`config.mk`:
```
export PLATFORM = sky130hd
export DESIGN_NAME = bram_port_arbiter_flat
export DESIGN_NICKNAME = d
export VERILOG_FILES = /design/src/rtl/bram_port_arbiter_if.sv /design/src/rtl/bram_port_arbiter.sv /design/src/flat_wrapper.sv
export SDC_FILE = /design/constraint.sdc
export NUM_CORES = 1
export LEC_CHECK = 0
export CORE_AREA = 3 3 116 118
export DETAILED_ROUTE_END_ITERATION = 7
export DIE_AREA = 0 0 119 121
export PLACE_DENSITY = 0.62
export SLEW_MARGIN = 20
export SYNTH_ARGS = -nofsm -noshare
export SYNTH_HDL_FRONTEND = slang
export SYNTH_SLANG_ARGS = --single-unit
```
`constraint.sdc`:
```
create_clock -name clk -period 1.8 [get_ports clk]
set_input_delay 0.54 -clock clk [delete_from_list [all_inputs] [get_ports clk]]
set_output_delay 0.54 -clock clk [all_outputs]
set_load 0.05 [all_outputs]
```
`src/rtl/bram_port_arbiter_if.sv`:
```
// Client-side request/response bundle for the BRAM port arbiter.
// master = the producer/consumer engines, slave = the arbiter.
interface bram_port_arbiter_if #(
  parameter int WIDTH = 64,
  parameter int AW    = 8
);
  logic             wr_valid;
  logic             wr_ready;
  logic [AW-1:0]    wr_addr;
  logic [WIDTH-1:0] wr_data;
  logic             rd_valid;
  logic             rd_ready;
  logic [AW-1:0]    rd_addr;
  logic             rd_resp_valid;
  logic [WIDTH-1:0] rd_resp_data;

  modport master (
    output wr_valid, wr_addr, wr_data, rd_valid, rd_addr,
    input  wr_ready, rd_ready, rd_resp_valid, rd_resp_data
  );
  modport slave (
    input  wr_valid, wr_addr, wr_data, rd_valid, rd_addr,
    output wr_ready, rd_ready, rd_resp_valid, rd_resp_data
  );
endinterface

```
`src/rtl/bram_port_arbiter.sv`:
```
// Round-robin share of one single-port read-first BRAM between a write client
// and a read client, with a saturating contention counter.
module bram_port_arbiter #(
  parameter  int WIDTH = 64,
  parameter  int DEPTH = 256,
  parameter  int CNT_W = 16,
  localparam int AW    = $clog2(DEPTH)
) (
  input  logic                clk,
  input  logic                rst_n,
  bram_port_arbiter_if.slave  cli,
  output logic                bram_we,
  output logic [AW-1:0]       bram_addr,
  output logic [WIDTH-1:0]    bram_din,
  input  logic [WIDTH-1:0]    bram_dout,
  output logic [CNT_W-1:0]    conflict_cnt
);
  logic rr_last;  // 1 = read was served last
  logic rd_pend;
  logic both;
  logic gnt_w;
  logic gnt_r;

  // Grants are combinational so a lone requester is served the cycle it asks.
  always_comb begin
    both  = cli.wr_valid & cli.rd_valid;
    gnt_w = 1'b0;
    gnt_r = 1'b0;
    if (rst_n) begin
      if (both) begin
        gnt_w = rr_last;
        gnt_r = ~rr_last;
      end else begin
        gnt_w = cli.wr_valid;
        gnt_r = cli.rd_valid;
      end
    end
  end

  assign cli.wr_ready      = gnt_w;
  assign cli.rd_ready      = gnt_r;
  assign bram_we           = gnt_w;
  assign bram_addr         = gnt_w ? cli.wr_addr : cli.rd_addr;
  assign bram_din          = cli.wr_data;
  // Only read-grant cycles flag dout, so read-first stale data is never seen.
  assign cli.rd_resp_valid = rd_pend;
  assign cli.rd_resp_data  = bram_dout;

  always_ff @(posedge clk or negedge rst_n) begin
    if (!rst_n) begin
      rr_last      <= 1'b1;
      rd_pend      <= 1'b0;
      conflict_cnt <= '0;
    end else begin
      if (gnt_w)      rr_last <= 1'b0;
      else if (gnt_r) rr_last <= 1'b1;
      rd_pend <= gnt_r;
      if (both && (conflict_cnt != {CNT_W{1'b1}}))
        conflict_cnt <= conflict_cnt + 1'b1;
    end
  end
endmodule

```
`src/flat_wrapper.sv`:
```
// flat-port wrapper written by rule: the top's interface ports become plain ports
module bram_port_arbiter_flat 
#(
  parameter  int WIDTH = 64,
  parameter  int DEPTH = 256,
  parameter  int CNT_W = 16,
  localparam int AW    = $clog2(DEPTH)
)
  (clk, rst_n, bram_we, bram_addr, bram_din, bram_dout, conflict_cnt, cli_wr_valid, cli_wr_addr, cli_wr_data, cli_rd_valid, cli_rd_addr, cli_wr_ready, cli_rd_ready, cli_rd_resp_valid, cli_rd_resp_data);
  bram_port_arbiter_if #(.WIDTH(WIDTH), .AW((8))) cli_i ();
  input  logic clk;
  input  logic rst_n;
  output logic bram_we;
  output logic [AW-1:0] bram_addr;
  output logic [WIDTH-1:0] bram_din;
  input  logic [WIDTH-1:0] bram_dout;
  output logic [CNT_W-1:0] conflict_cnt;
  input wire logic [$bits(cli_i.wr_valid)-1:0] cli_wr_valid;
  input wire logic [$bits(cli_i.wr_addr)-1:0] cli_wr_addr;
  input wire logic [$bits(cli_i.wr_data)-1:0] cli_wr_data;
  input wire logic [$bits(cli_i.rd_valid)-1:0] cli_rd_valid;
  input wire logic [$bits(cli_i.rd_addr)-1:0] cli_rd_addr;
  output wire logic [$bits(cli_i.wr_ready)-1:0] cli_wr_ready;
  output wire logic [$bits(cli_i.rd_ready)-1:0] cli_rd_ready;
  output wire logic [$bits(cli_i.rd_resp_valid)-1:0] cli_rd_resp_valid;
  output wire logic [$bits(cli_i.rd_resp_data)-1:0] cli_rd_resp_data;
  assign cli_i.wr_valid = cli_wr_valid;
  assign cli_i.wr_addr = cli_wr_addr;
  assign cli_i.wr_data = cli_wr_data;
  assign cli_i.rd_valid = cli_rd_valid;
  assign cli_i.rd_addr = cli_rd_addr;
  assign cli_wr_ready = cli_i.wr_ready;
  assign cli_rd_ready = cli_i.rd_ready;
  assign cli_rd_resp_valid = cli_i.rd_resp_valid;
  assign cli_rd_resp_data = cli_i.rd_resp_data;
  bram_port_arbiter #(.WIDTH(WIDTH), .DEPTH(DEPTH), .CNT_W(CNT_W)) u_core (.clk(clk), .rst_n(rst_n), .cli(cli_i), .bram_we(bram_we), .bram_addr(bram_addr), .bram_din(bram_din), .bram_dout(bram_dout), .conflict_cnt(conflict_cnt));
endmodule
```
==> results.py <==
metrics = {
    "route": {
        "wl_per_cell_um": 13.15,
        "drt-pass1-iter-count": 4,
        "ant_nets": 0,
        "wl_um": 4338,
        "drtIter0Drc": 38,
        "drcViolationCount": 0,
        "dr_total_vias": 1136,
        "viasPerCell": 3.442,
    },
    "setup_path": {
        "crit_buf_inv": 3,
        "path_delay_family": "flip-flops",
        "critPathLaunchType": "register",
        "cp_data_required_time_ps": 1260,
        "crit_type": "reg -> out",
        "critPathMaxStageDelay_ps": 550,
        "path_max_fanout": 9,
        "critPathCaptureType": "primary output",
        "cp_slowest_cell": "dfstp_2",
        "crit_arrival_ps": 1630,
        "cp_cell_sequence": "inv_2 -> a21oi_4 -> buf_12 -> mux2_4 -> buf_8",
    },
    "clock_tree": {
        "clk_latency_ps": 250,
        "cts_buffers": 3,
        "clock_sinks": 18,
        "cts.reportedPaths.clkPinSlew_ps": 50,
        "cts_tree": "yes",
        "cts-root-buf": "clkbuf_16",
        "htree_levels": 1,
        "clockBufferDepth": 2,
        "ctsHoldBuffers": 0,
    },
    "placed_design": {
        "pre_cts_ws_ps": -706.7,
        "place_area_mm2": 0.002059,
        "port_buffers": 47,
        "dp_hpwl_um": 3494,
        "place.gp.congestion": 0.7614,
    },
    "synthesis": {
        "synthAdderAreaFrac_pct": 0.6390,
        "synth_area_mm2": 0.001958,
        "ys_ff_latch": 18,
        "synth_cell_types": 32,
        "yosys-mux-area-fraction_pct": 6.518,
        "synthTopCellsByArea": "buf_4 (49%), dfrtp_1 (22%), mux2_2 (5.8%)",
        "yosysTopAreaCell": "buf_4",
        "postSynthCellCount": 220,
        "ys_seq_area_share_pct": 23.07,
        "synthTopCellsByCount": "buf_4 (129), dfrtp_1 (17), mux2_2 (10), nand2_1 (9)",
        "synth_edf_count": 0,
        "ys_warn_count": 0,
        "synth_top_family_by_area": "buffers and inverters",
        "synth_compound_area_share_pct": 5.304,
        "async_reset_ff_share_pct": 100.0,
        "yosys_most_used_dff": "dfrtp_1",
        "syn-mean-instance-area_um2": 8.901,
        "synth_most_common_cell": "buf_4",
        "synthSimpleGateAreaFrac_pct": 10.80,
        "syn_nets": 369,
        "yosysTopAreaCellShare_pct": 49.46,
        "synth_xor_area_share_pct": 3.578,
    },
    "floorplan": {
        "die_area_mm2": 0.01440,
        "core_mm2": 0.01257,
        "io_pins": 304,
        "die_w_um": 119,
        "num_rows": 41,
        "die_h_um": 121,
        "start_util_pct": 15.58,
    },
    "sta": {
        "finalCriticalPeriod_ps": 2167,
        "max_freq_ghz": 0.4614,
        "fin_crit_sh_pct": 120.4,
        "drv_slew": 0,
        "finalClockSkew_ps": 3.986,
        "setup_violations": 11,
        "relSlewSlack_pct": 74.74,
        "finalHoldViolCount": 0,
        "rsz0062_at_grt": "true",
        "tightest_slew_ps": 375.4,
        "setup_ws_ps": -367.1,
        "setup_tns_ps": -3277,
    },
    "run_status": {
        "run_status": "finished with violations",
        "violations": "setup timing",
    },
    "final_layout": {
        "drive_gt1_share_pct": 54.43,
        "fin_nets": 308,
        "antenna_cells": 0,
        "area_growth_pct": 11.50,
        "final_cell_area_mm2": 0.002183,
    },
    "power": {
        "vdd_ir_drop_max_v": 0.0002282,
        "power_density_mw_per_mm2": 985.7,
        "p_leak_nw": 0.8673,
    },
    "grt": {
        "antenna_found_initial": 0,
        "first_global_vias": 1116,
        "grt_overflow": 0,
        "grt_max_degree": 19,
        "grt_pass1_wl_um": 6382,
        "grt.total_usage_pct": 5.739,
    },
    "run": {
        "drv_cap": 0,
    },
    "hold_path": {
        "worstHoldPathType": "in -> async",
    },
}
layout make-up:
| class | count | area [um2] |
|---|---|---|
| fillers | 1373 | 10390 |
| inverters | 2 | 7.507 |
| well taps | 172 | 215.2 |
| flip-flops and latches | 18 | 470.5 |
| repair buffers | 64 | 828.3 |
| clock buffers | 4 | 78.83 |
| multi-input cells | 70 | 583.1 |
state kept, by name, indices dropped and copies added (netlist names):
signal,flops
u_core.conflict_cnt,16
u_core.cli.rd_resp_valid,1
u_core.rr_last,1
report_power, final:
part | switching, mW | internal (mW)
Combinational | 0.538 | 0.524
Clock | 0.154 | 0.301
Sequential | 0.138 | 0.497
routing by layer:
layer / routed length [um] / up-vias / global-route usage (%) / share of wire, %
met2: 2065 / 71 / 8.760 / 48
li1: - / 475 / - / -
met4: 408 / 0 / 6.951 / 9.4
met5: 0 / - / 0 / 0
met1: 1514 / 531 / 5.980 / 35
met3: 350 / 59 / 1.305 / 8.1
what timing repair did:
action                                  4_1_cts  5_1_grt
setup buffers                                 1        0
pin swaps                                     0        0
hold endpoints to repair                      0        0
resized for setup                            19        7
endpoints found under the setup margin       25       16
final timing paths:
kind,slack (ps),endpoint,depth (start not counted),startpoint
setup reg to reg,160,u_core.conflict_cnt[10],4,u_core.conflict_cnt[3]
max in group asynchronous,1090,u_core.rr_last,3,rst_n
min in group clk,510,u_core.rr_last,2,u_core.rr_last
hold reg to reg,510,u_core.rr_last,2,u_core.rr_last
hold / removal,450,u_core.conflict_cnt[11],3,rst_n
setup / recovery,-370,bram_addr[7],5,u_core.rr_last
kinds of logic after synthesis:
group                    after synthesis
flip-flops                            18
multiplexers                          11
XOR/XNOR                               8
adder cells (fa/ha/maj)                1
AND/OR/NAND/NOR                       34
buffers and inverters                132
AO/OA/AOI/OAI                         16
tightest hold or removal path, delay by kind of cell:
| kind | cells | cell delay, ps |
|---|---|---|
| buffers and inverters | 3 | 530 |
metrics by stage:
step                util [%]  total power, mW  hold slack [ps]  std cells
floorplan                  -            1.894            244.4        220
global placement       16.39            1.673            491.8        325
detailed placement     16.39            1.695            517.3        325
CTS                    17.37            2.185            516.5        330
global route           17.37            2.250            465.8        330
finish                 17.37            2.152            445.2        330
layout by cell type, fill, tap and decap left out, types with 2 or more instances in the layout:
cell type,synthesis,final
a31oi_1,4,4
buf_12,0,22
buf_4,129,14
buf_6,0,8
clkbuf_16,0,3
clkdlybuf4s50_1,0,16
dfrtp_1,17,2
dfrtp_2,0,15
mux2_2,10,2
mux2_4,1,9
nand2_1,9,8
nand3_1,4,4
nand4_1,6,6
nor2_1,2,2
nor3_1,3,3
nor4_1,2,2
o21a_1,2,2
o21ai_0,5,5
xnor2_1,2,2
xor2_1,6,6
Power figures use the tool's default switching activity.
